<file path="src/rtl/textlcd_arbiter.sv">
// 16x2 character LCD sequencer: power-up/init command stream, then round-robin
// arbitration of whole 16-character line writes between two requesters.
module textlcd_arbiter #(
  parameter int PWR_WAIT = 70,
  parameter int E_HIGH   = 4,
  parameter int BYTE_GAP = 20,
  parameter int CLR_WAIT = 100
) (
  input  logic       clk,
  input  logic       resetn,
  input  logic       req0,
  input  logic       line0,
  input  logic [7:0] char0,
  input  logic       req1,
  input  logic       line1,
  input  logic [7:0] char1,
  output logic [1:0] gnt,
  output logic [3:0] char_idx,
  output logic       done0,
  output logic       done1,
  output logic       init_done,
  output logic       busy,
  output logic       LCD_E,
  output logic       LCD_RS,
  output logic       LCD_RW,
  output logic [7:0] LCD_DATA
);

  typedef enum logic [2:0] {
    M_PWR  = 3'd0,
    M_INIT = 3'd1,
    M_IDLE = 3'd2,
    M_ADDR = 3'd3,
    M_CHAR = 3'd4,
    M_DONE = 3'd5
  } main_e;

  typedef enum logic [2:0] {
    P_S1   = 3'd0,
    P_S2   = 3'd1,
    P_EH   = 3'd2,
    P_HOLD = 3'd3,
    P_GAP  = 3'd4
  } phase_e;

  localparam logic [15:0] PWR_LAST = 16'(PWR_WAIT - 1);
  localparam logic [15:0] EH_LAST  = 16'(E_HIGH - 1);
  localparam logic [15:0] GAP_LAST = 16'(BYTE_GAP - 1);
  localparam logic [15:0] CLR_LAST = 16'(BYTE_GAP + CLR_WAIT - 1);

  // Function set 8-bit/2-line, display on, entry increment, clear.
  function automatic logic [7:0] init_cmd(input logic [1:0] idx);
    logic [7:0] cmd;
    case (idx)
      2'd0:    cmd = 8'h38;
      2'd1:    cmd = 8'h0C;
      2'd2:    cmd = 8'h06;
      default: cmd = 8'h01;
    endcase
    return cmd;
  endfunction

  main_e       main_q, main_d;
  phase_e      phase_q, phase_d;
  logic [15:0] cnt_q, cnt_d;
  logic [1:0]  init_idx_q, init_idx_d;
  logic [3:0]  char_idx_q, char_idx_d;
  logic [1:0]  gnt_q, gnt_d;
  logic        last1_q, last1_d;
  logic        line_q, line_d;
  logic        done0_q, done0_d;
  logic        done1_q, done1_d;
  logic        init_done_q, init_done_d;
  logic        busy_q, busy_d;
  logic        e_q, e_d;
  logic        rs_q, rs_d;
  logic [7:0]  data_q, data_d;

  logic [7:0]  slot_byte_s;
  logic        slot_rs_s;
  logic [15:0] gap_last_s;
  logic        win1_s;

  // Byte to send in the current slot, its RS value and the gap length.
  always_comb begin
    slot_byte_s = 8'h00;
    slot_rs_s   = 1'b0;
    gap_last_s  = GAP_LAST;
    case (main_q)
      M_INIT: begin
        slot_byte_s = init_cmd(init_idx_q);
        gap_last_s  = (init_idx_q == 2'd3) ? CLR_LAST : GAP_LAST;
      end
      M_ADDR: slot_byte_s = line_q ? 8'hC0 : 8'h80;
      M_CHAR: begin
        slot_byte_s = gnt_q[1] ? char1 : char0;
        slot_rs_s   = 1'b1;
      end
      default: begin
        slot_byte_s = 8'h00;
        slot_rs_s   = 1'b0;
      end
    endcase
  end

  // Requester 1 wins when alone, or when both ask and requester 0 was served last.
  assign win1_s = req1 & (~req0 | ~last1_q);

  // Next-state and registered-output logic for the main FSM and byte slot.
  always_comb begin
    main_d      = main_q;
    phase_d     = phase_q;
    cnt_d       = cnt_q;
    init_idx_d  = init_idx_q;
    char_idx_d  = char_idx_q;
    gnt_d       = gnt_q;
    last1_d     = last1_q;
    line_d      = line_q;
    done0_d     = 1'b0;
    done1_d     = 1'b0;
    init_done_d = init_done_q;
    data_d      = data_q;
    rs_d        = rs_q;

    case (main_q)
      M_PWR: begin
        if (cnt_q == PWR_LAST) begin
          main_d  = M_INIT;
          phase_d = P_S1;
          cnt_d   = 16'd0;
        end else begin
          cnt_d = cnt_q + 16'd1;
        end
      end

      M_INIT, M_ADDR, M_CHAR: begin
        case (phase_q)
          P_S1: begin
            data_d  = slot_byte_s;
            rs_d    = slot_rs_s;
            phase_d = P_S2;
          end
          P_S2: begin
            phase_d = P_EH;
            cnt_d   = 16'd0;
          end
          P_EH: begin
            if (cnt_q == EH_LAST) begin
              phase_d = P_HOLD;
              cnt_d   = 16'd0;
            end else begin
              cnt_d = cnt_q + 16'd1;
            end
          end
          P_HOLD: begin
            phase_d = P_GAP;
            cnt_d   = 16'd0;
          end
          P_GAP: begin
            if (cnt_q == gap_last_s) begin
              phase_d = P_S1;
              cnt_d   = 16'd0;
              case (main_q)
                M_INIT: begin
                  if (init_idx_q == 2'd3) begin
                    main_d      = M_IDLE;
                    init_done_d = 1'b1;
                  end else begin
                    init_idx_d = init_idx_q + 2'd1;
                  end
                end
                M_ADDR: begin
                  main_d     = M_CHAR;
                  char_idx_d = 4'd0;
                end
                default: begin
                  if (char_idx_q == 4'd15) begin
                    main_d  = M_DONE;
                    done0_d = gnt_q[0];
                    done1_d = gnt_q[1];
                  end else begin
                    char_idx_d = char_idx_q + 4'd1;
                  end
                end
              endcase
            end else begin
              cnt_d = cnt_q + 16'd1;
            end
          end
          default: begin
            phase_d = P_S1;
            cnt_d   = 16'd0;
          end
        endcase
      end

      M_IDLE: begin
        if (req0 | req1) begin
          gnt_d   = win1_s ? 2'b10 : 2'b01;
          line_d  = win1_s ? line1 : line0;
          main_d  = M_ADDR;
          phase_d = P_S1;
          cnt_d   = 16'd0;
        end else begin
          gnt_d = 2'b00;
        end
      end

      M_DONE: begin
        gnt_d   = 2'b00;
        last1_d = gnt_q[1];
        main_d  = M_IDLE;
      end

      default: begin
        main_d  = M_PWR;
        phase_d = P_S1;
        cnt_d   = 16'd0;
      end
    endcase

    e_d    = (phase_d == P_EH);
    busy_d = (main_d != M_IDLE);
  end

  // State and output registers; reset restarts the power-up sequence.
  always_ff @(posedge clk or negedge resetn) begin
    if (!resetn) begin
      main_q      <= M_PWR;
      phase_q     <= P_S1;
      cnt_q       <= 16'd0;
      init_idx_q  <= 2'd0;
      char_idx_q  <= 4'd0;
      gnt_q       <= 2'b00;
      last1_q     <= 1'b1;
      line_q      <= 1'b0;
      done0_q     <= 1'b0;
      done1_q     <= 1'b0;
      init_done_q <= 1'b0;
      busy_q      <= 1'b1;
      e_q         <= 1'b0;
      rs_q        <= 1'b0;
      data_q      <= 8'h00;
    end else begin
      main_q      <= main_d;
      phase_q     <= phase_d;
      cnt_q       <= cnt_d;
      init_idx_q  <= init_idx_d;
      char_idx_q  <= char_idx_d;
      gnt_q       <= gnt_d;
      last1_q     <= last1_d;
      line_q      <= line_d;
      done0_q     <= done0_d;
      done1_q     <= done1_d;
      init_done_q <= init_done_d;
      busy_q      <= busy_d;
      e_q         <= e_d;
      rs_q        <= rs_d;
      data_q      <= data_d;
    end
  end

  assign gnt       = gnt_q;
  assign char_idx  = char_idx_q;
  assign done0     = done0_q;
  assign done1     = done1_q;
  assign init_done = init_done_q;
  assign busy      = busy_q;
  assign LCD_E     = e_q;
  assign LCD_RS    = rs_q;
  assign LCD_RW    = 1'b0;
  assign LCD_DATA  = data_q;

endmodule

</file>
<file path="config.mk">
export PLATFORM = sky130hd
export DESIGN_NAME = textlcd_arbiter
export DESIGN_NICKNAME = d
export VERILOG_FILES = /design/src/rtl/textlcd_arbiter.sv
export SDC_FILE = /design/constraint.sdc
export NUM_CORES = 1
export LEC_CHECK = 0
export BUFFER_PORTS_ARGS = -buffer_cell sky130_fd_sc_hd__buf_2
export CORE_MARGIN = 2
export CORE_UTILIZATION = 45
export DETAILED_ROUTE_END_ITERATION = 10
export GPL_TIMING_DRIVEN = 0
export PLACE_DENSITY_LB_ADDON = 0.2
export SLEW_MARGIN = 5
export SYNTH_ARGS = -nofsm -noshare
export SYNTH_HDL_FRONTEND = slang
export SYNTH_SLANG_ARGS = --single-unit
</file>
<file path="constraint.sdc">
create_clock -name clk -period 6.6 [get_ports clk]
set_input_delay 0.99 -clock clk [delete_from_list [all_inputs] [get_ports clk]]
set_output_delay 0.99 -clock clk [all_outputs]
set_load 0.01 [all_outputs]
</file>
==> results of run 1 <==
==> final cells by class <==
cell class | instances | area, um2
fill | 558 | 2770
buffer | 18 | 78.8
clock buffer | 7 | 86.3
sequential | 46 | 1150
inverter | 10 | 37.5
tap | 75 | 93.8
clock inverter | 1 | 5.00
multi-input combinational | 234 | 1490
timing repair buffer | 41 | 205
==> per-stage QoR <==
| step | std cells | power [mW] | util [%] | cell area [um2] | worst slack (ns) |
|---|---|---|---|---|---|
| floorplan | 308 | 0.290 | - | 2760 | 4.28 |
| global placement | 424 | 0.303 | 51.7 | 3060 | 4.08 |
| detailed placement | 424 | 0.303 | 51.7 | 3060 | 4.01 |
| CTS | 432 | 0.487 | 53.3 | 3150 | 3.94 |
| global route | 432 | 0.501 | 53.3 | 3150 | 3.78 |
| finish | 432 | 0.480 | 53.3 | 3150 | 3.98 |
==> routing by layer <==
metal / global-route usage [%] / share of wire, % / up-vias
met4: 5.83 / 1.1 / 0
met2: 35.6 / 49 / 38
met5: 0 / 0 / -
met3: 4.78 / 4.0 / 6
li1: - / - / 1188
met1: 27.4 / 46 / 1124
==> sequential cells by signal, summed over array words and instances, names as in the netlist <==
signal,count
LCD_DATA,8
LCD_E,1
LCD_RS,1
busy,1
char_idx,4
cnt_q,16
done0,1
done1,1
gnt,2
init_done,1
init_idx_q,2
last1_q,1
line_q,1
main_q,3
phase_q,3
==> how the worst max path moves through the flow <==
stage	slack, ns	from	end
6_report	3.98	main_q[2]$_DFF_PN0_	cnt_q[3]$_DFFE_PN0P_
5_1_grt	3.78	main_q[2]$_DFF_PN0_	cnt_q[1]$_DFFE_PN0P_
4_1_cts	3.94	main_q[2]$_DFF_PN0_	cnt_q[3]$_DFFE_PN0P_
3_5_place_dp	4.01	main_q[2]$_DFF_PN0_	cnt_q[3]$_DFFE_PN0P_
3_3_place_gp	4.08	main_q[1]$_DFF_PN0_	cnt_q[3]$_DFFE_PN0P_
2_1_floorplan	4.28	init_idx_q[0]$_DFFE_PN0P_	init_idx_q[1]$_DFFE_PN0P_
==> power groups by stage <==
| stage | clock network (mW) | logic [mW] | registers, mW |
|---|---|---|---|
| global route | 0.201 | 0.0181 | 0.282 |
| global placement | 0 | 0.0155 | 0.287 |
| finish | 0.183 | 0.0155 | 0.282 |
| detailed placement | 0 | 0.0162 | 0.287 |
| CTS | 0.190 | 0.0162 | 0.282 |
| floorplan | 0 | 0.00323 | 0.287 |
==> cells by family (layout without fill, tap and decap cells) <==
group	after synthesis	count (layout)	share of synthesized area, %
and+or+nand+nor	139	139	27.1
AOI/OAI and AO/OA	67	67	16.2
DFF	46	46	41.7
buffers and inverters	28	77	4.21
muxes	12	12	4.62
adders and majority gates	9	9	4.07
xor gates and xnor gates	6	6	1.90
other	1	1	0.136
==> cell usage in the layout, fill, tap and decap left out, types with 2 or more instances in the layout <==
master / count
nor4_4: 2
a21boi_0: 2
nor3b_1: 2
xor2_1: 2
and2_1: 12
a31o_2: 2
inv_1: 10
o32ai_1: 8
mux2_2: 2
nor4_1: 4
xnor2_1: 4
ha_1: 9
nand4_1: 7
dfrtp_1: 44
o21a_1: 5
o211ai_1: 3
nand2_1: 50
and4_1: 4
or4_1: 2
nor2_1: 21
nand2b_1: 3
nor2b_1: 5
nor3_1: 6
mux2i_1: 9
clkbuf_8: 6
clkbuf_1: 11
o21ai_0: 26
dfstp_2: 2
a221o_1: 3
nand3_1: 7
buf_2: 47
a21oi_1: 8
and3_1: 6
and4bb_2: 2
==> flow_summary.json, run 1 <==
{
  "worst_pin_slew_ns": 1.04,
  "worst-path-buf-inv": 2,
  "synth.distinct_cells": 53,
  "fin_crit_sh_pct": 39.7,
  "skew_ns": 0.0105,
  "reg2regPathDepth": 7,
  "power_frac_seq_pct": 58.7,
  "pin_count": 43,
  "intPower_mw": 0.373,
  "cap_violations": 0,
  "insertion_delay_ns": 0.31,
  "htree_levels": 2,
  "ant_nets": 0,
  "firstDrtPassIters": 4,
  "yosysTopAreaCell": "dfrtp_1",
  "end_kind": "flop",
  "power.share.combinational_pct": 3.2,
  "clock_power_share_pct": 38.1,
  "min_path_cells": 1,
  "finalHoldWorstSlack_ns": 0.472,
  "hold_violations": 0,
  "ctsLongestPathBuffers": 2,
  "critPathArrivalTime_ns": 2.85,
  "wl_per_cell_um": 14.7,
  "yosysMostFrequentCell": "nand2_1",
  "crit_path_max_fanout": 10,
  "r2r-end": "cnt_q[3]$_DFFE_PN0P_",
  "crit_family": "simple AND/OR/NAND/NOR gates",
  "via_count": 2356,
  "die-area_um2": 6780,
  "slowest_delay_ns": 0.81,
  "hold_class": "reg2reg",
  "numCtsBuffers": 5,
  "postCtsSetupBuffers": 0,
  "synth_top_area_share_pct": 39.8,
  "clk_pin_slew_ns": 0.09,
  "start_util_pct": 46.7,
  "synth_commonest_cells": "nand2_1 (50), dfrtp_1 (44), o21ai_0 (26), nor2_1 (21), and2_1 (12)",
  "p_leak_nw": 1.52,
  "vdd_drop_max_uv": 80.7,
  "synth.area.top_cells": "dfrtp_1 (40%), nand2_1 (6.8%), o21ai_0 (4.7%)",
  "crit_required_ns": 6.83,
  "crit_path_start_kind": "flop",
  "hold_end": "init_done$_DFFE_PN0P_",
  "cp_slowest_cell": "nor3b_1",
  "path_cells": "nor3b_1, o21ai_0, nand2b_1, clkbuf_1, buf_2, nand2_1, o21ai_0",
  "power_density_nw_per_um2": 152,
  "num_antenna_cells": 0,
  "worstSetupPathType": "reg2reg",
  "grt_pass1_wl_um": 11000,
  "r2r-start": "main_q[2]$_DFF_PN0_",
  "grt_usage_pct": 21.2,
  "portBuffers": 41,
  "yosysWarnings": 0,
  "postSynthCellCount": 308,
  "drtIter0Drc": 86,
  "finalSetupViolations": 0,
  "crit_top_cell": "o21ai_0",
  "synth_edf_count": 0,
  "cts.repair.resized": 0,
  "syn_nets": 339,
  "vias_per_cell": 5.45,
  "async_reset_ff_share_pct": 100,
  "cts_root_buf": "clkbuf_8",
  "status": "finished clean",
  "drv_slew": 0,
  "cts_tree": "done",
  "hp-start": "init_done$_DFFE_PN0P_",
  "die_w_um": 82.4,
  "design.core.area_um2": 5920,
  "hpwl_um": 4590,
  "ys_seq_elements": 46,
  "cts_num_sinks": 46,
  "critical_path_depth": 7,
  "cts-hold-fix-buffers": 0,
  "place_congestion": 0.863,
  "nNetsFinal": 387,
  "period_needed_ns": 2.62,
  "fmax_mhz": 382,
  "rsz0062_at_grt": "false",
  "ys.flop_type": "dfrtp_1",
  "first_global_vias": 2319,
  "fin_setup_tns_ns": 0,
  "syn_to_final_growth_pct": 14.1,
  "p_sw_mw": 0.107,
  "switching_share_pct": 22.3,
  "chipHeight_um": 82.4,
  "drt_wl_total_um": 6370,
  "drc": 0,
  "rrSetupSlack_ns": 3.98,
  "grt_max_degree": 47,
  "netlist_area_um2": 2760,
  "ys_seq_area_share_pct": 41.7,
  "maxSlewHeadroom_pct": 30.4,
  "rows": 28,
  "antenna_found_initial": 0,
  "avgSynthCellArea_um2": 8.97,
  "drive_gt1_share_pct": 19.6,
  "grt-ovfl-total": 0
}
No activity file was read; power rests on OpenSTA's default activity.
==> run 2: changes to the inputs <==
- ABC_AREA: default -> 1
- clock period: 6.6 -> 2.4 ns (I/O delays scaled with it)
==> flow_summary.json, run 2 <==
{
  "syn_nets": 460,
  "grt_usage_pct": 22.3,
  "postCtsSetupBuffers": 0,
  "largest_reg_flops": 16,
  "htree_levels": 2,
  "cap_violations": 0,
  "end_kind": "flop",
  "period_needed_ns": 2.04,
  "postSynthCellCount": 429,
  "critPathArrivalTime_ns": 2.22,
  "synth_top_area_share_pct": 34.8,
  "ys_seq_area_share_pct": 36.5,
  "hold_violations": 0,
  "wl_per_cell_um": 14.1,
  "fmax_mhz": 491,
  "final_cell_mix": "nand2_1 (107), inv_1 (49), dfrtp_1 (44), nand3_1 (44), buf_2 (42)",
  "path_cells": "ha_1, nand3_1, nor2_1, nand2_1, nor3_1, nand3_1, o2111ai_1, nand3_1",
  "ys_seq_elements": 46,
  "drv_slew": 0,
  "hold_class": "in2async",
  "design.core.area_um2": 6790,
  "p_leak_nw": 1.76,
  "yosysTopAreaCell": "dfrtp_1",
  "portBuffers": 41,
  "start_util_pct": 46.6,
  "hpwl_um": 6090,
  "cts_num_sinks": 46,
  "yosysMostFrequentCell": "nand2_1",
  "nFillCells": 679,
  "maxSlewHeadroom_pct": 29.4,
  "drive_gt1_share_pct": 19.0,
  "worstSetupPathType": "reg2reg",
  "firstDrtPassIters": 4,
  "ant_nets": 0,
  "rows": 30,
  "syn_to_final_growth_pct": 13.6,
  "netlist_area_um2": 3160,
  "dp.cells": 566,
  "place_congestion": 0.947,
  "vias_per_cell": 5.30,
  "chipHeight_um": 87.9,
  "ys.flop_type": "dfrtp_1",
  "via_count": 3045,
  "slowest_delay_ns": 0.50,
  "final_common_cell": "nand2_1",
  "synth_commonest_cells": "nand2_1 (107), inv_1 (49), dfrtp_1 (44), nand3_1 (44), nor2_1 (36)",
  "crit_path_start_kind": "flop",
  "grt-ovfl-total": 0,
  "die-area_um2": 7720,
  "die_w_um": 87.9,
  "crit_path_max_fanout": 7,
  "drt_wl_total_um": 8120,
  "numCtsBuffers": 5,
  "cts_root_buf": "clkbuf_8",
  "first_global_vias": 2983,
  "drc": 0,
  "crit_required_ns": 2.59,
  "rsz0062_at_grt": "false",
  "grt_pass1_wl_um": 13600,
  "synth.area.top_cells": "dfrtp_1 (35%), nand2_1 (13%), nand3_1 (7.0%)",
  "finalHoldWorstSlack_ns": 0.237,
  "worst_pin_slew_ns": 1.06,
  "grt_max_degree": 47,
  "yosysWarnings": 0,
  "avgSynthCellArea_um2": 7.38,
  "cts-hold-fix-buffers": 0,
  "async_reset_ff_share_pct": 100,
  "cts_tree": "done",
  "clk_pin_slew_ns": 0.09,
  "drtIter0Drc": 177,
  "skew_ns": 0.00743,
  "antenna_found_initial": 0,
  "synth.distinct_cells": 41,
  "fin_crit_sh_pct": 84.8,
  "num_antenna_cells": 0,
  "power_density_nw_per_um2": 390,
  "pin_count": 43,
  "insertion_delay_ns": 0.31,
  "regMostFlops": "cnt_q",
  "cts.repair.resized": 0,
  "ctsLongestPathBuffers": 2,
  "synth_edf_count": 0,
  "cp_slowest_cell": "dfrtp_1",
  "stdcell_count": 574,
  "status": "finished clean",
  "vdd_drop_max_uv": 252,
  "fin_setup_tns_ns": 0,
  "nNetsFinal": 508,
  "crit_top_cell": "nand3_1",
  "finalSetupViolations": 0
}
## run 2: worst max-delay path: cells and delay by family, from the launching register on
| family | cells | cell delay, ns |
|---|---|---|
| AO/OA/AOI/OAI | 1 | 0.12 |
| flip-flops | 1 | 0.50 |
| AND/OR/NAND/NOR | 6 | 1.00 |
| adder cells (fa/ha/maj) | 1 | 0.30 |
## run 2: path summary, 6_finish.rpt
path	start	to	slack [ns]	cells past startpoint
worst max-delay path	cnt_q[0]$_DFFE_PN0P_	cnt_q[10]$_DFFE_PN0P_	0.36	8
worst min-delay path	resetn	char_idx[0]$_DFFE_PN0P_	0.24	1
worst max register to register	cnt_q[0]$_DFFE_PN0P_	cnt_q[10]$_DFFE_PN0P_	0.36	8
worst min register to register	init_done$_DFFE_PN0P_	init_done$_DFFE_PN0P_	0.48	1
max in group asynchronous	resetn	cnt_q[6]$_DFFE_PN0P_	1.51	1
min in group clk	line1	line_q$_DFFE_PN0P_	0.34	3
## run 2: per-stage QoR
step | instance area, um2 | util [%] | setup WS [ns] | total power [mW]
detailed placement | 3490 | 51.4 | 0.373 | 0.835
floorplan | 3160 | - | 0.799 | 0.800
global route | 3600 | 52.9 | 0.182 | 1.47
CTS | 3600 | 52.9 | 0.368 | 1.42
global placement | 3490 | 51.4 | 0.415 | 0.834
finish | 3600 | 52.9 | 0.364 | 1.40
## run 2: cells by family after synthesis
kind of cell	count (synthesis)	synth area share, %
other cells	1	0.119
fa+ha+maj	9	3.56
buf+inv	70	9.96
flops	46	36.5
simple gates	236	35.2
compound gates	60	12.7
xor+xnor	7	1.94
## run 2: cell type report
type	instances	area, um2	area share [%]
clock buffer	7	76.3	2.12
multi-input combinational	313	1700	47.1
inverter	56	210	5.85
tap	96	120	3.34
sequential	46	1150	32.1
clock inverter	1	30.0	0.835
timing repair buffer	41	205	5.71
buffer	14	105	2.92
## run 2: report_power, final
group          switching (mW)  internal (mW)
sequential           0.000905          0.776
clock                   0.273          0.312
combinational          0.0249         0.0163
total                   0.299           1.10
## run 2: layer usage
metal  share of wire (%)  routed length (um)  vias up  track usage, %
met5                   0                   0        -               0
met3                 4.5                 366       18            4.15
met1                  43                3520     1423            26.8
met2                  50                4040       87            39.3
li1                    -                   -     1517               -
met4                 2.4                 194        0            9.09
==> run 3: changes to the inputs <==
- clock period: 2.4 -> 2 ns (I/O delays scaled with it)
==> flow_summary.json, run 3 (same netlist as run 2, synthesis figures left out) <==
{
  "rsz0062_at_grt": "false",
  "rows": 30,
  "chipHeight_um": 87.9,
  "numCtsBuffers": 5,
  "drtIter0Drc": 151,
  "end_kind": "flop",
  "portBuffers": 41,
  "die_w_um": 87.9,
  "pin_count": 43,
  "p_leak_nw": 1.76,
  "rrSetupSlack_ns": 0.17,
  "first_global_vias": 2985,
  "crit_required_ns": 2.22,
  "nNetsFinal": 508,
  "setup_slack_ns": 0.170,
  "num_antenna_cells": 0,
  "r2r-end": "cnt_q[6]$_DFFE_PN0P_",
  "switching_share_pct": 21.3,
  "grt_max_degree": 47,
  "crit_path_max_fanout": 7,
  "htree_levels": 2,
  "skew_ns": 0.00539,
  "grt_pass1_wl_um": 13600,
  "crit_path_start_kind": "flop",
  "hpwl_um": 6090,
  "power_density_nw_per_um2": 467,
  "maxSlewHeadroom_pct": 29.3,
  "place_congestion": 0.947,
  "r2r-start": "cnt_q[0]$_DFFE_PN0P_",
  "fin_crit_sh_pct": 91.5,
  "drc": 0,
  "critPathArrivalTime_ns": 2.05,
  "fin_setup_tns_ns": 0,
  "syn_to_final_growth_pct": 14.0,
  "hold_violations": 0,
  "regMostFlops": "cnt_q",
  "finalSetupViolations": 0,
  "final_cell_mix": "nand2_1 (107), inv_1 (49), nand3_1 (44)",
  "drv_slew": 0,
  "drive_gt1_share_pct": 20.1,
  "reg2regPathDepth": 11,
  "fmax_mhz": 546,
  "vias_per_cell": 5.32,
  "period_needed_ns": 1.83,
  "p_sw_mw": 0.359,
  "vdd_drop_max_uv": 303,
  "insertion_delay_ns": 0.31,
  "grt-ovfl-total": 0,
  "firstDrtPassIters": 4,
  "drt_wl_total_um": 8130,
  "design.core.area_um2": 6790,
  "cts_tree": "done",
  "place_ws_ns": -0.0267,
  "clk_pin_slew_ns": 0.09,
  "ctsLongestPathBuffers": 2,
  "cts_root_buf": "clkbuf_8",
  "slowest_delay_ns": 0.45,
  "status": "finished clean",
  "dp.cells": 566,
  "placed_cell_area_um2": 3490,
  "cts_num_sinks": 46,
  "clock_power_share_pct": 41.7,
  "power.share.combinational_pct": 2.9,
  "postLayoutCellArea_um2": 3610,
  "grt_usage_pct": 22.3,
  "start_util_pct": 46.6,
  "via_count": 3052,
  "finalHoldWorstSlack_ns": 0.177,
  "largest_reg_flops": 16,
  "stdcell_count": 574,
  "wl_per_cell_um": 14.2,
  "intPower_mw": 1.33,
  "cap_violations": 0,
  "final_common_cell": "nand2_1",
  "crit_top_cell": "nand2_1",
  "cts-hold-fix-buffers": 0,
  "antenna_found_initial": 0,
  "die-area_um2": 7720,
  "hold_class": "in2async",
  "worstSetupPathType": "reg2reg",
  "power_frac_seq_pct": 55.4,
  "path_cells": "ha_1, nand3_1, nor2_2, nand2_1, nand2_1, nand2_1, inv_1, nand3_1, o21ai_0, nand2_1, o211ai_1",
  "cp_slowest_cell": "dfrtp_2",
  "ant_nets": 0,
  "worst_pin_slew_ns": 1.06
}
[run 3: cell count changes in the layout (fill, tap and decap cells not counted), sizes merged]
cell    previous run  this run
buf               51        50
clkbuf            11        12
[run 3: area by class of cell]
type | instances | area (um2)
clock inverters | 1 | 30.0
plain buffers | 14 | 106
inverters | 56 | 210
well taps | 96 | 120
flip-flops and latches | 46 | 1150
clock buffers | 7 | 76.3
multi-input cells | 313 | 1710
fillers | 677 | 3190
repair buffers | 41 | 205
[run 3: power by group through the flow]
stage / clock, mW / combinational (mW) / sequential (mW)
finish: 0.702 / 0.0494 / 0.932
global route: 0.770 / 0.0580 / 0.933
CTS: 0.719 / 0.0514 / 0.932
detailed placement: 0 / 0.0511 / 0.951
global placement: 0 / 0.0505 / 0.951
floorplan: 0 / 0.0100 / 0.950
[run 3: critical path, delay by kind of cell, from the launching register on]
family,cells,cell delay [ns]
buffers and inverters,1,0.07
flip-flops,1,0.45
adder cells (fa/ha/maj),1,0.27
AND/OR/NAND/NOR,7,0.77
AO/OA/AOI/OAI,2,0.19
[run 3: metrics by stage]
stage               utilization, %  total power, mW
finish                        53.1             1.68
global route                  53.1             1.76
CTS                           52.9             1.70
detailed placement            51.4             1.00
global placement              51.4             1.00
floorplan                        -            0.960
[run 3: metal layers]
layer	vias to the layer above	share of wire (%)	track usage (%)
met5	-	0	0
li1	1519	-	-
met2	89	50	39.3
met3	21	3.9	4.15
met1	1423	44	26.8
met4	0	2.5	9.09
[run 3: how the worst max path moves through the flow]
stage	to	cells after the start	startpoint
floorplan	cnt_q[10]$_DFFE_PN0P_	8	cnt_q[0]$_DFFE_PN0P_
global placement	cnt_q[10]$_DFFE_PN0P_	8	cnt_q[0]$_DFFE_PN0P_
CTS	cnt_q[10]$_DFFE_PN0P_	8	cnt_q[0]$_DFFE_PN0P_
global route	cnt_q[6]$_DFFE_PN0P_	11	cnt_q[0]$_DFFE_PN0P_
detailed placement	cnt_q[10]$_DFFE_PN0P_	8	cnt_q[0]$_DFFE_PN0P_
finish	cnt_q[6]$_DFFE_PN0P_	11	cnt_q[0]$_DFFE_PN0P_
[run 3: what timing repair did]
action                     4_1_cts  5_1_grt
setup buffers                    0        0
setup endpoints to repair        1       11
resized for setup                1        4
